--- config.mk ---
export PLATFORM = sky130hd
export DESIGN_NAME = rs_alu_flat
export DESIGN_NICKNAME = d
export VERILOG_FILES = /design/src/rtl/rs_alu_if.sv /design/src/rtl/rs_alu.sv /design/src/flat_wrapper.sv
export SDC_FILE = /design/constraint.sdc
export NUM_CORES = 2
export LEC_CHECK = 0
export ABC_AREA = 0
export CAP_MARGIN = 20
export CORE_ASPECT_RATIO = 1.25
export CORE_MARGIN = 1
export CORE_UTILIZATION = 35
export DETAILED_ROUTE_END_ITERATION = 10
export PLACE_DENSITY = 0.49
export SLEW_MARGIN = 10
export SYNTH_ARGS = -nofsm -noshare
export SYNTH_HDL_FRONTEND = slang
export SYNTH_SLANG_ARGS = --single-unit
--- constraint.sdc ---
create_clock -name clk -period 9.6 [get_ports clk]
set_clock_uncertainty 0.05 [all_clocks]
set_input_delay 1.92 -clock clk [delete_from_list [all_inputs] [get_ports clk]]
set_output_delay 1.92 -clock clk [all_outputs]
set_load 0.05 [all_outputs]
--- src/rtl/rs_alu_if.sv ---
// Signal bundle for the ALU reservation station: issue port, both CDBs, flush
// and the dispatch handshake toward the ALU.
`ifndef ROB_ID_WIDTH
`define ROB_ID_WIDTH 4
`endif
`ifndef AluOpBus
`define AluOpBus 4:0
`endif

interface rs_alu_if #(
    parameter int ROB_W = `ROB_ID_WIDTH,
    parameter int OP_W  = $bits(logic [`AluOpBus])
);
    logic             flush;

    logic             rs_alu_we;
    logic [OP_W-1:0]  rs_alu_op;
    logic [31:0]      rs_alu_vj;
    logic [31:0]      rs_alu_vk;
    logic [ROB_W-1:0] rs_alu_qj;
    logic [ROB_W-1:0] rs_alu_qk;
    logic             rs_alu_qj_valid;
    logic             rs_alu_qk_valid;
    logic [ROB_W-1:0] rs_alu_dest;
    logic [31:0]      rs_alu_imm;
    logic [31:0]      rs_alu_pc;
    logic [31:0]      rs_alu_pred_target;
    logic             rs_alu_full;

    logic             cdb0_valid;
    logic [ROB_W-1:0] cdb0_rob_id;
    logic [31:0]      cdb0_value;
    logic             cdb1_valid;
    logic [ROB_W-1:0] cdb1_rob_id;
    logic [31:0]      cdb1_value;

    logic             alu_valid;
    logic             alu_ready;
    logic [OP_W-1:0]  alu_op;
    logic [31:0]      alu_vj;
    logic [31:0]      alu_vk;
    logic [31:0]      alu_imm;
    logic [31:0]      alu_pc;
    logic [31:0]      alu_pred_target;
    logic [ROB_W-1:0] alu_dest;

    modport master (
        output flush,
        output rs_alu_we, rs_alu_op, rs_alu_vj, rs_alu_vk, rs_alu_qj, rs_alu_qk,
        output rs_alu_qj_valid, rs_alu_qk_valid, rs_alu_dest,
        output rs_alu_imm, rs_alu_pc, rs_alu_pred_target,
        input  rs_alu_full,
        output cdb0_valid, cdb0_rob_id, cdb0_value,
        output cdb1_valid, cdb1_rob_id, cdb1_value,
        input  alu_valid,
        output alu_ready,
        input  alu_op, alu_vj, alu_vk, alu_imm, alu_pc, alu_pred_target, alu_dest
    );

    modport slave (
        input  flush,
        input  rs_alu_we, rs_alu_op, rs_alu_vj, rs_alu_vk, rs_alu_qj, rs_alu_qk,
        input  rs_alu_qj_valid, rs_alu_qk_valid, rs_alu_dest,
        input  rs_alu_imm, rs_alu_pc, rs_alu_pred_target,
        output rs_alu_full,
        input  cdb0_valid, cdb0_rob_id, cdb0_value,
        input  cdb1_valid, cdb1_rob_id, cdb1_value,
        output alu_valid,
        input  alu_ready,
        output alu_op, alu_vj, alu_vk, alu_imm, alu_pc, alu_pred_target, alu_dest
    );
endinterface

--- src/rtl/rs_alu.sv ---
// ALU reservation station: holds issued ops until both operands arrive on a CDB,
// then dispatches the lowest-index ready entry to the ALU.
`ifndef ROB_ID_WIDTH
`define ROB_ID_WIDTH 4
`endif
`ifndef AluOpBus
`define AluOpBus 4:0
`endif

module rs_alu #(
    parameter int RS_DEPTH = 8,
    parameter int ROB_W    = `ROB_ID_WIDTH,
    parameter int OP_W     = $bits(logic [`AluOpBus])
) (
    input logic    clk,
    input logic    rst,
    rs_alu_if.slave bus
);
    localparam int IDX_W = $clog2(RS_DEPTH);

    logic [RS_DEPTH-1:0] r_busy;
    logic [RS_DEPTH-1:0] r_qjValid;
    logic [RS_DEPTH-1:0] r_qkValid;
    logic [OP_W-1:0]     r_op         [RS_DEPTH];
    logic [31:0]         r_vj         [RS_DEPTH];
    logic [31:0]         r_vk         [RS_DEPTH];
    logic [ROB_W-1:0]    r_qj         [RS_DEPTH];
    logic [ROB_W-1:0]    r_qk         [RS_DEPTH];
    logic [ROB_W-1:0]    r_dest       [RS_DEPTH];
    logic [31:0]         r_imm        [RS_DEPTH];
    logic [31:0]         r_pc         [RS_DEPTH];
    logic [31:0]         r_predTarget [RS_DEPTH];

    logic                w_cdb0Valid;
    logic [ROB_W-1:0]    w_cdb0Tag;
    logic [31:0]         w_cdb0Value;
    logic                w_cdb1Valid;
    logic [ROB_W-1:0]    w_cdb1Tag;
    logic [31:0]         w_cdb1Value;

    logic [RS_DEPTH-1:0] w_ready;
    logic                w_full;
    logic                w_selFound;
    logic [IDX_W-1:0]    w_selIdx;
    logic [IDX_W-1:0]    w_allocIdx;
    logic                w_dispValid;
    logic                w_fire;
    logic                w_alloc;
    logic [RS_DEPTH-1:0] w_busyNext;
    logic [31:0]         w_issVj;
    logic [31:0]         w_issVk;
    logic                w_issQjValid;
    logic                w_issQkValid;

    assign w_cdb0Valid = bus.cdb0_valid;
    assign w_cdb0Tag   = bus.cdb0_rob_id;
    assign w_cdb0Value = bus.cdb0_value;
    assign w_cdb1Valid = bus.cdb1_valid;
    assign w_cdb1Tag   = bus.cdb1_rob_id;
    assign w_cdb1Value = bus.cdb1_value;

    // cdb0 is checked first so it wins when both buses carry the same tag.
    function automatic logic f_cdbHit(input logic [ROB_W-1:0] tag);
        return (w_cdb0Valid && (w_cdb0Tag == tag)) || (w_cdb1Valid && (w_cdb1Tag == tag));
    endfunction

    function automatic logic [31:0] f_cdbValue(input logic [ROB_W-1:0] tag);
        return (w_cdb0Valid && (w_cdb0Tag == tag)) ? w_cdb0Value : w_cdb1Value;
    endfunction

    assign w_ready     = r_busy & ~r_qjValid & ~r_qkValid;
    assign w_full      = &r_busy;
    assign w_dispValid = w_selFound & ~bus.flush;
    assign w_fire      = w_dispValid & bus.alu_ready;
    assign w_alloc     = bus.rs_alu_we & ~w_full & ~bus.flush;

    assign bus.rs_alu_full = w_full;
    assign bus.alu_valid   = w_dispValid;

    // Priority encoders: scanning downward leaves the lowest matching index.
    always_comb begin
        w_selFound = 1'b0;
        w_selIdx   = '0;
        w_allocIdx = '0;
        for (int i = RS_DEPTH - 1; i >= 0; i--) begin
            if (w_ready[i]) begin
                w_selFound = 1'b1;
                w_selIdx   = IDX_W'(i);
            end
            if (!r_busy[i]) begin
                w_allocIdx = IDX_W'(i);
            end
        end
    end

    always_comb begin
        w_issVj      = bus.rs_alu_vj;
        w_issVk      = bus.rs_alu_vk;
        w_issQjValid = bus.rs_alu_qj_valid;
        w_issQkValid = bus.rs_alu_qk_valid;
        if (bus.rs_alu_qj_valid && f_cdbHit(bus.rs_alu_qj)) begin
            w_issVj      = f_cdbValue(bus.rs_alu_qj);
            w_issQjValid = 1'b0;
        end
        if (bus.rs_alu_qk_valid && f_cdbHit(bus.rs_alu_qk)) begin
            w_issVk      = f_cdbValue(bus.rs_alu_qk);
            w_issQkValid = 1'b0;
        end
    end

    // Allocation picks from registered busy bits, so it never lands on the slot being freed.
    always_comb begin
        w_busyNext = r_busy;
        if (w_fire) begin
            w_busyNext[w_selIdx] = 1'b0;
        end
        if (w_alloc) begin
            w_busyNext[w_allocIdx] = 1'b1;
        end
    end

    always_ff @(posedge clk) begin
        if (rst || bus.flush) begin
            r_busy <= '0;
        end else begin
            r_busy <= w_busyNext;
        end
    end

    // Payload needs no reset; busy alone decides whether an entry means anything.
    always_ff @(posedge clk) begin
        for (int i = 0; i < RS_DEPTH; i++) begin
            if (w_alloc && (w_allocIdx == IDX_W'(i))) begin
                r_op[i]         <= bus.rs_alu_op;
                r_vj[i]         <= w_issVj;
                r_vk[i]         <= w_issVk;
                r_qj[i]         <= bus.rs_alu_qj;
                r_qk[i]         <= bus.rs_alu_qk;
                r_qjValid[i]    <= w_issQjValid;
                r_qkValid[i]    <= w_issQkValid;
                r_dest[i]       <= bus.rs_alu_dest;
                r_imm[i]        <= bus.rs_alu_imm;
                r_pc[i]         <= bus.rs_alu_pc;
                r_predTarget[i] <= bus.rs_alu_pred_target;
            end else if (r_busy[i]) begin
                if (r_qjValid[i] && f_cdbHit(r_qj[i])) begin
                    r_vj[i]      <= f_cdbValue(r_qj[i]);
                    r_qjValid[i] <= 1'b0;
                end
                if (r_qkValid[i] && f_cdbHit(r_qk[i])) begin
                    r_vk[i]      <= f_cdbValue(r_qk[i]);
                    r_qkValid[i] <= 1'b0;
                end
            end
        end
    end

    always_comb begin
        bus.alu_op          = '0;
        bus.alu_vj          = '0;
        bus.alu_vk          = '0;
        bus.alu_imm         = '0;
        bus.alu_pc          = '0;
        bus.alu_pred_target = '0;
        bus.alu_dest        = '0;
        if (w_dispValid) begin
            bus.alu_op          = r_op[w_selIdx];
            bus.alu_vj          = r_vj[w_selIdx];
            bus.alu_vk          = r_vk[w_selIdx];
            bus.alu_imm         = r_imm[w_selIdx];
            bus.alu_pc          = r_pc[w_selIdx];
            bus.alu_pred_target = r_predTarget[w_selIdx];
            bus.alu_dest        = r_dest[w_selIdx];
        end
    end
endmodule

--- src/flat_wrapper.sv ---
// flat-port wrapper written by rule: the top's interface ports become plain ports
module rs_alu_flat 
#(
    parameter int RS_DEPTH = 8,
    parameter int ROB_W    = `ROB_ID_WIDTH,
    parameter int OP_W     = $bits(logic [`AluOpBus])
)
  (clk, rst, bus_flush, bus_rs_alu_we, bus_rs_alu_op, bus_rs_alu_vj, bus_rs_alu_vk, bus_rs_alu_qj, bus_rs_alu_qk, bus_rs_alu_qj_valid, bus_rs_alu_qk_valid, bus_rs_alu_dest, bus_rs_alu_imm, bus_rs_alu_pc, bus_rs_alu_pred_target, bus_rs_alu_full, bus_cdb0_valid, bus_cdb0_rob_id, bus_cdb0_value, bus_cdb1_valid, bus_cdb1_rob_id, bus_cdb1_value, bus_alu_valid, bus_alu_ready, bus_alu_op, bus_alu_vj, bus_alu_vk, bus_alu_imm, bus_alu_pc, bus_alu_pred_target, bus_alu_dest);
  rs_alu_if #(.ROB_W(ROB_W), .OP_W(OP_W)) bus_i ();
  input logic clk;
  input logic rst;
  input wire logic [$bits(bus_i.flush)-1:0] bus_flush;
  input wire logic [$bits(bus_i.rs_alu_we)-1:0] bus_rs_alu_we;
  input wire logic [$bits(bus_i.rs_alu_op)-1:0] bus_rs_alu_op;
  input wire logic [$bits(bus_i.rs_alu_vj)-1:0] bus_rs_alu_vj;
  input wire logic [$bits(bus_i.rs_alu_vk)-1:0] bus_rs_alu_vk;
  input wire logic [$bits(bus_i.rs_alu_qj)-1:0] bus_rs_alu_qj;
  input wire logic [$bits(bus_i.rs_alu_qk)-1:0] bus_rs_alu_qk;
  input wire logic [$bits(bus_i.rs_alu_qj_valid)-1:0] bus_rs_alu_qj_valid;
  input wire logic [$bits(bus_i.rs_alu_qk_valid)-1:0] bus_rs_alu_qk_valid;
  input wire logic [$bits(bus_i.rs_alu_dest)-1:0] bus_rs_alu_dest;
  input wire logic [$bits(bus_i.rs_alu_imm)-1:0] bus_rs_alu_imm;
  input wire logic [$bits(bus_i.rs_alu_pc)-1:0] bus_rs_alu_pc;
  input wire logic [$bits(bus_i.rs_alu_pred_target)-1:0] bus_rs_alu_pred_target;
  output wire logic [$bits(bus_i.rs_alu_full)-1:0] bus_rs_alu_full;
  input wire logic [$bits(bus_i.cdb0_valid)-1:0] bus_cdb0_valid;
  input wire logic [$bits(bus_i.cdb0_rob_id)-1:0] bus_cdb0_rob_id;
  input wire logic [$bits(bus_i.cdb0_value)-1:0] bus_cdb0_value;
  input wire logic [$bits(bus_i.cdb1_valid)-1:0] bus_cdb1_valid;
  input wire logic [$bits(bus_i.cdb1_rob_id)-1:0] bus_cdb1_rob_id;
  input wire logic [$bits(bus_i.cdb1_value)-1:0] bus_cdb1_value;
  output wire logic [$bits(bus_i.alu_valid)-1:0] bus_alu_valid;
  input wire logic [$bits(bus_i.alu_ready)-1:0] bus_alu_ready;
  output wire logic [$bits(bus_i.alu_op)-1:0] bus_alu_op;
  output wire logic [$bits(bus_i.alu_vj)-1:0] bus_alu_vj;
  output wire logic [$bits(bus_i.alu_vk)-1:0] bus_alu_vk;
  output wire logic [$bits(bus_i.alu_imm)-1:0] bus_alu_imm;
  output wire logic [$bits(bus_i.alu_pc)-1:0] bus_alu_pc;
  output wire logic [$bits(bus_i.alu_pred_target)-1:0] bus_alu_pred_target;
  output wire logic [$bits(bus_i.alu_dest)-1:0] bus_alu_dest;
  assign bus_i.flush = bus_flush;
  assign bus_i.rs_alu_we = bus_rs_alu_we;
  assign bus_i.rs_alu_op = bus_rs_alu_op;
  assign bus_i.rs_alu_vj = bus_rs_alu_vj;
  assign bus_i.rs_alu_vk = bus_rs_alu_vk;
  assign bus_i.rs_alu_qj = bus_rs_alu_qj;
  assign bus_i.rs_alu_qk = bus_rs_alu_qk;
  assign bus_i.rs_alu_qj_valid = bus_rs_alu_qj_valid;
  assign bus_i.rs_alu_qk_valid = bus_rs_alu_qk_valid;
  assign bus_i.rs_alu_dest = bus_rs_alu_dest;
  assign bus_i.rs_alu_imm = bus_rs_alu_imm;
  assign bus_i.rs_alu_pc = bus_rs_alu_pc;
  assign bus_i.rs_alu_pred_target = bus_rs_alu_pred_target;
  assign bus_rs_alu_full = bus_i.rs_alu_full;
  assign bus_i.cdb0_valid = bus_cdb0_valid;
  assign bus_i.cdb0_rob_id = bus_cdb0_rob_id;
  assign bus_i.cdb0_value = bus_cdb0_value;
  assign bus_i.cdb1_valid = bus_cdb1_valid;
  assign bus_i.cdb1_rob_id = bus_cdb1_rob_id;
  assign bus_i.cdb1_value = bus_cdb1_value;
  assign bus_alu_valid = bus_i.alu_valid;
  assign bus_i.alu_ready = bus_alu_ready;
  assign bus_alu_op = bus_i.alu_op;
  assign bus_alu_vj = bus_i.alu_vj;
  assign bus_alu_vk = bus_i.alu_vk;
  assign bus_alu_imm = bus_i.alu_imm;
  assign bus_alu_pc = bus_i.alu_pc;
  assign bus_alu_pred_target = bus_i.alu_pred_target;
  assign bus_alu_dest = bus_i.alu_dest;
  rs_alu #(.RS_DEPTH(RS_DEPTH), .ROB_W(ROB_W), .OP_W(OP_W)) u_core (.clk(clk), .rst(rst), .bus(bus_i));
endmodule
# Word level (Yosys, flattened, before mapping)
# Memories as Yosys holds them, arrays and structs flattened.
# Index checks and enable logic that the tools add are counted.
# totals
ramBits,1416
ff_bits,24
memories,9
latch_bits,0
romBits,0
output_inout_bits,171
inputBits,258
wordCells,626
# memory_table
memory,words,width,read_ports,rd_clocked_by_memory_dff,write_ports,line_no,source
u_core.r_imm,8,32,1,0,1,rs_alu.sv:30,logic [31:0] r_imm [RS_DEPTH];
u_core.r_pc,8,32,1,0,1,rs_alu.sv:31,logic [31:0] r_pc [RS_DEPTH];
u_core.r_predTarget,8,32,1,0,1,rs_alu.sv:32,logic [31:0] r_predTarget [RS_DEPTH];
u_core.r_vj,8,32,1,0,8,rs_alu.sv:25,logic [31:0] r_vj [RS_DEPTH];
u_core.r_vk,8,32,1,0,8,rs_alu.sv:26,logic [31:0] r_vk [RS_DEPTH];
u_core.r_op,8,5,1,0,1,rs_alu.sv:24,logic [OP_W-1:0] r_op [RS_DEPTH];
3 more memories,n/a,n/a,n/a,n/a,n/a,n/a,
# op_classes
n_eq_ne,43
n_mux,350
div_mod_pow,0
n_addsub,0
n_shift,0
n_mul,0
n_reduce_logical,174
bitwise,29
n_lt_le_gt_ge,4
# op_table
operator,count
2-to-1 mux 32 bit,62
OR reduction 32 bit,21
2-to-1 mux 3 bit,65
2-to-1 mux 1 bit,189
equality test 4 bit,36
2-to-1 mux 4 bit,22
OR reduction 4 bit,21
logical AND 1 bit,64
nonzero test 2 bit,24
2-to-1 mux 5 bit,8
OR reduction 5 bit,7
AND reduction 2 bit,16
bitwise AND 8 bit,3
inverter 8 bit,3
logical OR 1 bit,19
2-to-1 mux 8 bit,2
bitwise OR 1 bit,16
"equality test 3 bit, second input constant",4
"< comparator 3 x 4 -> 1 bit, second input constant",2
bitwise OR 8 bit,1
AND reduction 8 bit,1
demux 1 bit (select 3 bit),2
"equality test 3 x 2 -> 1 bit, second input constant",2
">= comparator 3 x 1 -> 1 bit, second input constant",2
other kinds (4),8

# Longest topological paths before layout
# logic_depth
ltp_word,20
mapped_depth,10
ltp_nobuf,7

# Worst setup path before layout
# Ideal clock, no wire load.
# synth_timing
path_type,input-to-reg
start,in bus_flush
end,mem u_core.r_dest[6][0] (netlist bit) (enable)
path_stages,5
arrival_ps,4991
setup_slack_ps,4093
cell_sequence,nand2b_1 or2_2 nor3b_1 nand2_1 inv_1
# synth_via
elab_chain_len,13
elab_cells_between_ends,47
classes_between,mux: 30; bitwise: 2; reduce/logical: 15
# synth_rtl
element,line_no,source
from (decl),flat_wrapper.sv:12,input wire logic [$bits(bus_i.flush)-1:0] bus_flush;
inverter 1 bit (*),rs_alu.sv:75,assign w_alloc = bus.rs_alu_we & ~w_full & ~bus.flush;
bitwise AND 1 bit (*),rs_alu.sv:75,
logical AND 1 bit,rs_alu.sv:133,if (w_alloc && (w_allocIdx == IDX_W'(i))) begin
2-to-1 mux 1 bit,rs_alu.sv:133,
2-to-1 mux 1 bit (implied by the code),rs_alu.sv:141,r_dest[i] <= bus.rs_alu_dest;
OR reduction 4 bit (no source line),n/a,
2-to-1 mux 3 bit (no source line) or 2-to-1 mux 1 bit (tied branches) (7 in a row),n/a,
to (decl),rs_alu.sv:29,logic [ROB_W-1:0] r_dest [RS_DEPTH];
# Every way passes the cells marked *; elsewhere a longest branch is shown, timed or not.

# Worst setup path in the final report
# layout_timing
start,reg u_core.r_busy[0]
end,out bus_alu_pc[5]
# layout_via
elab_chain_len,5
elab_cells_between_ends,7
classes_between,mux: 3; bitwise: 3; memory: 1
# layout_rtl
element,line_no,source
from (decl),rs_alu.sv:21,logic [RS_DEPTH-1:0] r_busy;
from (signal assigned),rs_alu.sv:126,r_busy <= w_busyNext;
bitwise AND 8 bit (*) (2 in a row),rs_alu.sv:71,assign w_ready = r_busy & ~r_qjValid & ~r_qkValid;
2-to-1 mux 3 bit or 2-to-1 mux 1 bit (tied branches),rs_alu.sv:86,if (w_ready[i]) begin
memory (8 x 32 bit) or bitwise AND 1 bit (tied branches),n/a,
2-to-1 mux 32 bit (*),rs_alu.sv:166,if (w_dispValid) begin
to (decl),flat_wrapper.sv:38,output wire logic [$bits(bus_i.alu_pc)-1:0] bus_alu_pc;
# Marks and branches as above.

==> impl_metrics.yaml <==
status:
  status: "finished, final reports clean"
clocking:
  worstSkewPairLatency_ns: 0.81
  cts-root-buf: "clkbuf_16"
  clockBufferDepth: 3
  hold_buffers: 0
  cts_tree: "built"
  clock-sinks: 1440
  clkTransAtPathRegs_ns: 0.06
  cts-htree-levels: 4
  cts_buffers: 158
  ctsResizeCount: 0
  post-cts-setup-buffers: 0
cells_and_area:
  fin_area_um2: 80900
  regArea_um2: 43200
  drive_gt1_frac: 0.0703
  fill_cells: 18600
  area_growth_syn_to_layout_pct: 16.4
  nNetsFinal: 6389
  layout_commonest_cell: "edfxtp_1"
  final_cell_mix: "edfxtp_1, nand3_1, nand2_1"
  multi_input_area_um2: 23800
power:
  p_comb_frac: 0.063
  leakage_nw: 24.7
  power_density_nw_per_um2: 172
  ir_drop_mv: 0.181
  pwr-share-seq: 0.503
  p_total_mw: 13.9
  intPower_mw: 10.7
  power_frac_clock: 0.434
  switchingPower_mw: 3.23
  swShare: 0.232
timing:
  rsz0062_at_grt: "false"
  fin_crit_sh: 0.753
  max_freq_mhz: 138
  hold_viol: 0
  setup-tns-final_ns: 0
  maxSlewHeadroom: 0.0584
  finalMaxSlewViolations: 0
  min_period_ns: 7.23
  tightest_slew_ns: 1.41
  setup_viol: 0
routing:
  drt_wl_total_um: 266000
  vias_per_cell: 5.89
  post_drt_wl_per_cell_um: 30.1
  drtPass1Iterations: 7
  drc: 0
  drt_iter0_drc: 5193
  antenna_left: 0
  num_vias: 52200
yosys:
  syn_avg_cell_area_um2: 11.5
  synth_edf_count: 1432
  synth_top_family_by_area: "compound AO/OA/AOI/OAI gates"
  synth-async-reset-ratio: 0
  synthFlopType: "edfxtp_1"
  syn_inst: 6068
  synth-simple-area-share: 0.119
  synth_seq_cells: 1440
  synth_compound_gate_area_share: 0.165
  yosysWarnings: 0
  synth_xor_area_frac: 0.0181
  synth_cell_type_count: 51
  synth-adder-area-share: 0
  yosysSeqAreaShare: 0.621
  syn_area_um2: 69500
  synth_nets: 6326
  synthMuxAreaShare: 0.0369
die:
  dieWidth_um: 401
  num_rows: 182
  dieArea_um2: 200000
  io_pins: 429
  die_h_um: 500
  core_um2: 197000
  initial_core_util: 0.353
run:
  max-cap-violations: 0
worst_setup_path:
  cp.required_ns: 7.63
  worstPathArrival_ns: 5.26
  startpoint_type: "flip-flop"
  crit_fanout: 172
  crit_type: "flip-flop to primary output"
  cp-end-kind: "primary output"
placement:
  place_area_um2: 75800
  io_buffers: 428
  dp_hpwl_um: 143000
  place.gp.congestion: 0.858
grt:
  grt_pass1_vias: 49600
  grt_usage: 0.258
  antenna_found_initial: 79
  grt_pass1_wl_um: 376000
  grt_max_degree: 177
  overflow: 0
min_path:
  min_path_type: "flip-flop to flip-flop"
## power groups by stage
stage               logic, mW  registers, mW  clock network, mW
finish                  0.883           6.99               6.04
global route            0.944           6.99               6.37
CTS                     0.877           6.99               6.14
detailed placement      0.872           7.13                  0
global placement        0.858           7.13                  0
floorplan               0.474           7.13                  0
## final cells by class
class | count | share of cell area
inverter | 13 | 0.00110
tap | 2576 | 0.0398
antenna | 17 | 0.000526
sequential | 1440 | 0.534
clock buffer | 209 | 0.0520
timing repair buffer | 568 | 0.0684
multi-input combinational | 3950 | 0.294
clock inverter | 79 | 0.0102
## per-layer routing
metal  up-vias  wire length [µm]  part of all wire  global-route usage
li1      23000                 -                 -                   -
met1     26200            114000              0.43               0.348
met2      2269            122000              0.46               0.405
met3       539             22900             0.086              0.0677
met4       108              7420             0.028              0.0749
met5         -               671            0.0025                   0
## per-stage QoR
stage,std cells,util,setup slack (ns),hold slack (ns)
after floorplan,6068,-,4.09,0.447
after global routing,8836,0.410,2.18,0.549
after CTS,8835,0.410,2.31,0.500
after detailed placement,8547,0.385,2.96,0.488
final,8852,0.411,2.37,0.504
after global placement,8546,0.385,3.05,0.483
## Yosys cell counts, types with 11 or more instances
library cell | number | area (µm²)
xnor2_1 | 74 | 648
nor4_1 | 16 | 100
nor2_1 | 23 | 86.3
buf_1 | 79 | 297
nand3_1 | 727 | 3640
a21oi_1 | 434 | 2170
nor3_1 | 11 | 55.1
nand2_1 | 659 | 2470
xor2_1 | 70 | 613
o21ai_0 | 634 | 3170
inv_1 | 12 | 45.0
a31oi_1 | 32 | 200
mux2i_1 | 256 | 2560
a211oi_1 | 256 | 1920
nor2b_1 | 257 | 1610
o211ai_1 | 16 | 120
a221oi_1 | 32 | 280
buf_2 | 147 | 736
edfxtp_1 | 1432 | 43000
clkbuf_1 | 433 | 1630
o21ai_2 | 30 | 263
o22a_1 | 370 | 3240
## critical path, stage by stage, from the launching register on
cell             delay (ns)
dfxtp_1                0.54
or3b_2                 0.56
nand2_1                0.21
or2_4                  0.45
buf_12                 0.53
o22a_1                 0.24
nand3_1                0.08
a21oi_1                0.39
clkdlybuf4s50_1        0.90
## kinds of logic (layout without fill, tap and decap cells)
group,after synthesis,count (layout)
AOI/OAI and AO/OA,1818,1818
xor gates and xnor gates,144,144
other,0,17
DFF,1440,1440
and+or+nand+nor,1732,1732
muxes,256,256
buffers and inverters,678,869
## state kept, by name (all words and copies together), names as in the netlist
| register | flops |
|---|---|
| u_core.r_dest | 32 |
| u_core.r_op | 40 |
| u_core.r_qjValid | 8 |
| u_core.r_qj | 32 |
| u_core.r_busy | 8 |
| u_core.r_imm | 256 |
| u_core.r_qkValid | 8 |
| u_core.r_qk | 32 |
| u_core.r_pc | 256 |
| u_core.r_vj | 256 |
| u_core.r_predTarget | 256 |
| u_core.r_vk | 256 |
## worst paths after layout
check / from / to / slack [ns] / cells past startpoint
hold reg to reg: u_core.r_busy[7] / u_core.r_busy[7] / 0.50 / 2
hold / removal: u_core.r_busy[7] / u_core.r_busy[7] / 0.50 / 2
setup reg to reg: u_core.r_busy[5] / u_core.r_predTarget[4][2] / 5.89 / 7
setup / recovery: u_core.r_busy[0] / bus_alu_pc[5] / 2.37 / 8
No activity file was read; power rests on OpenSTA's default activity.
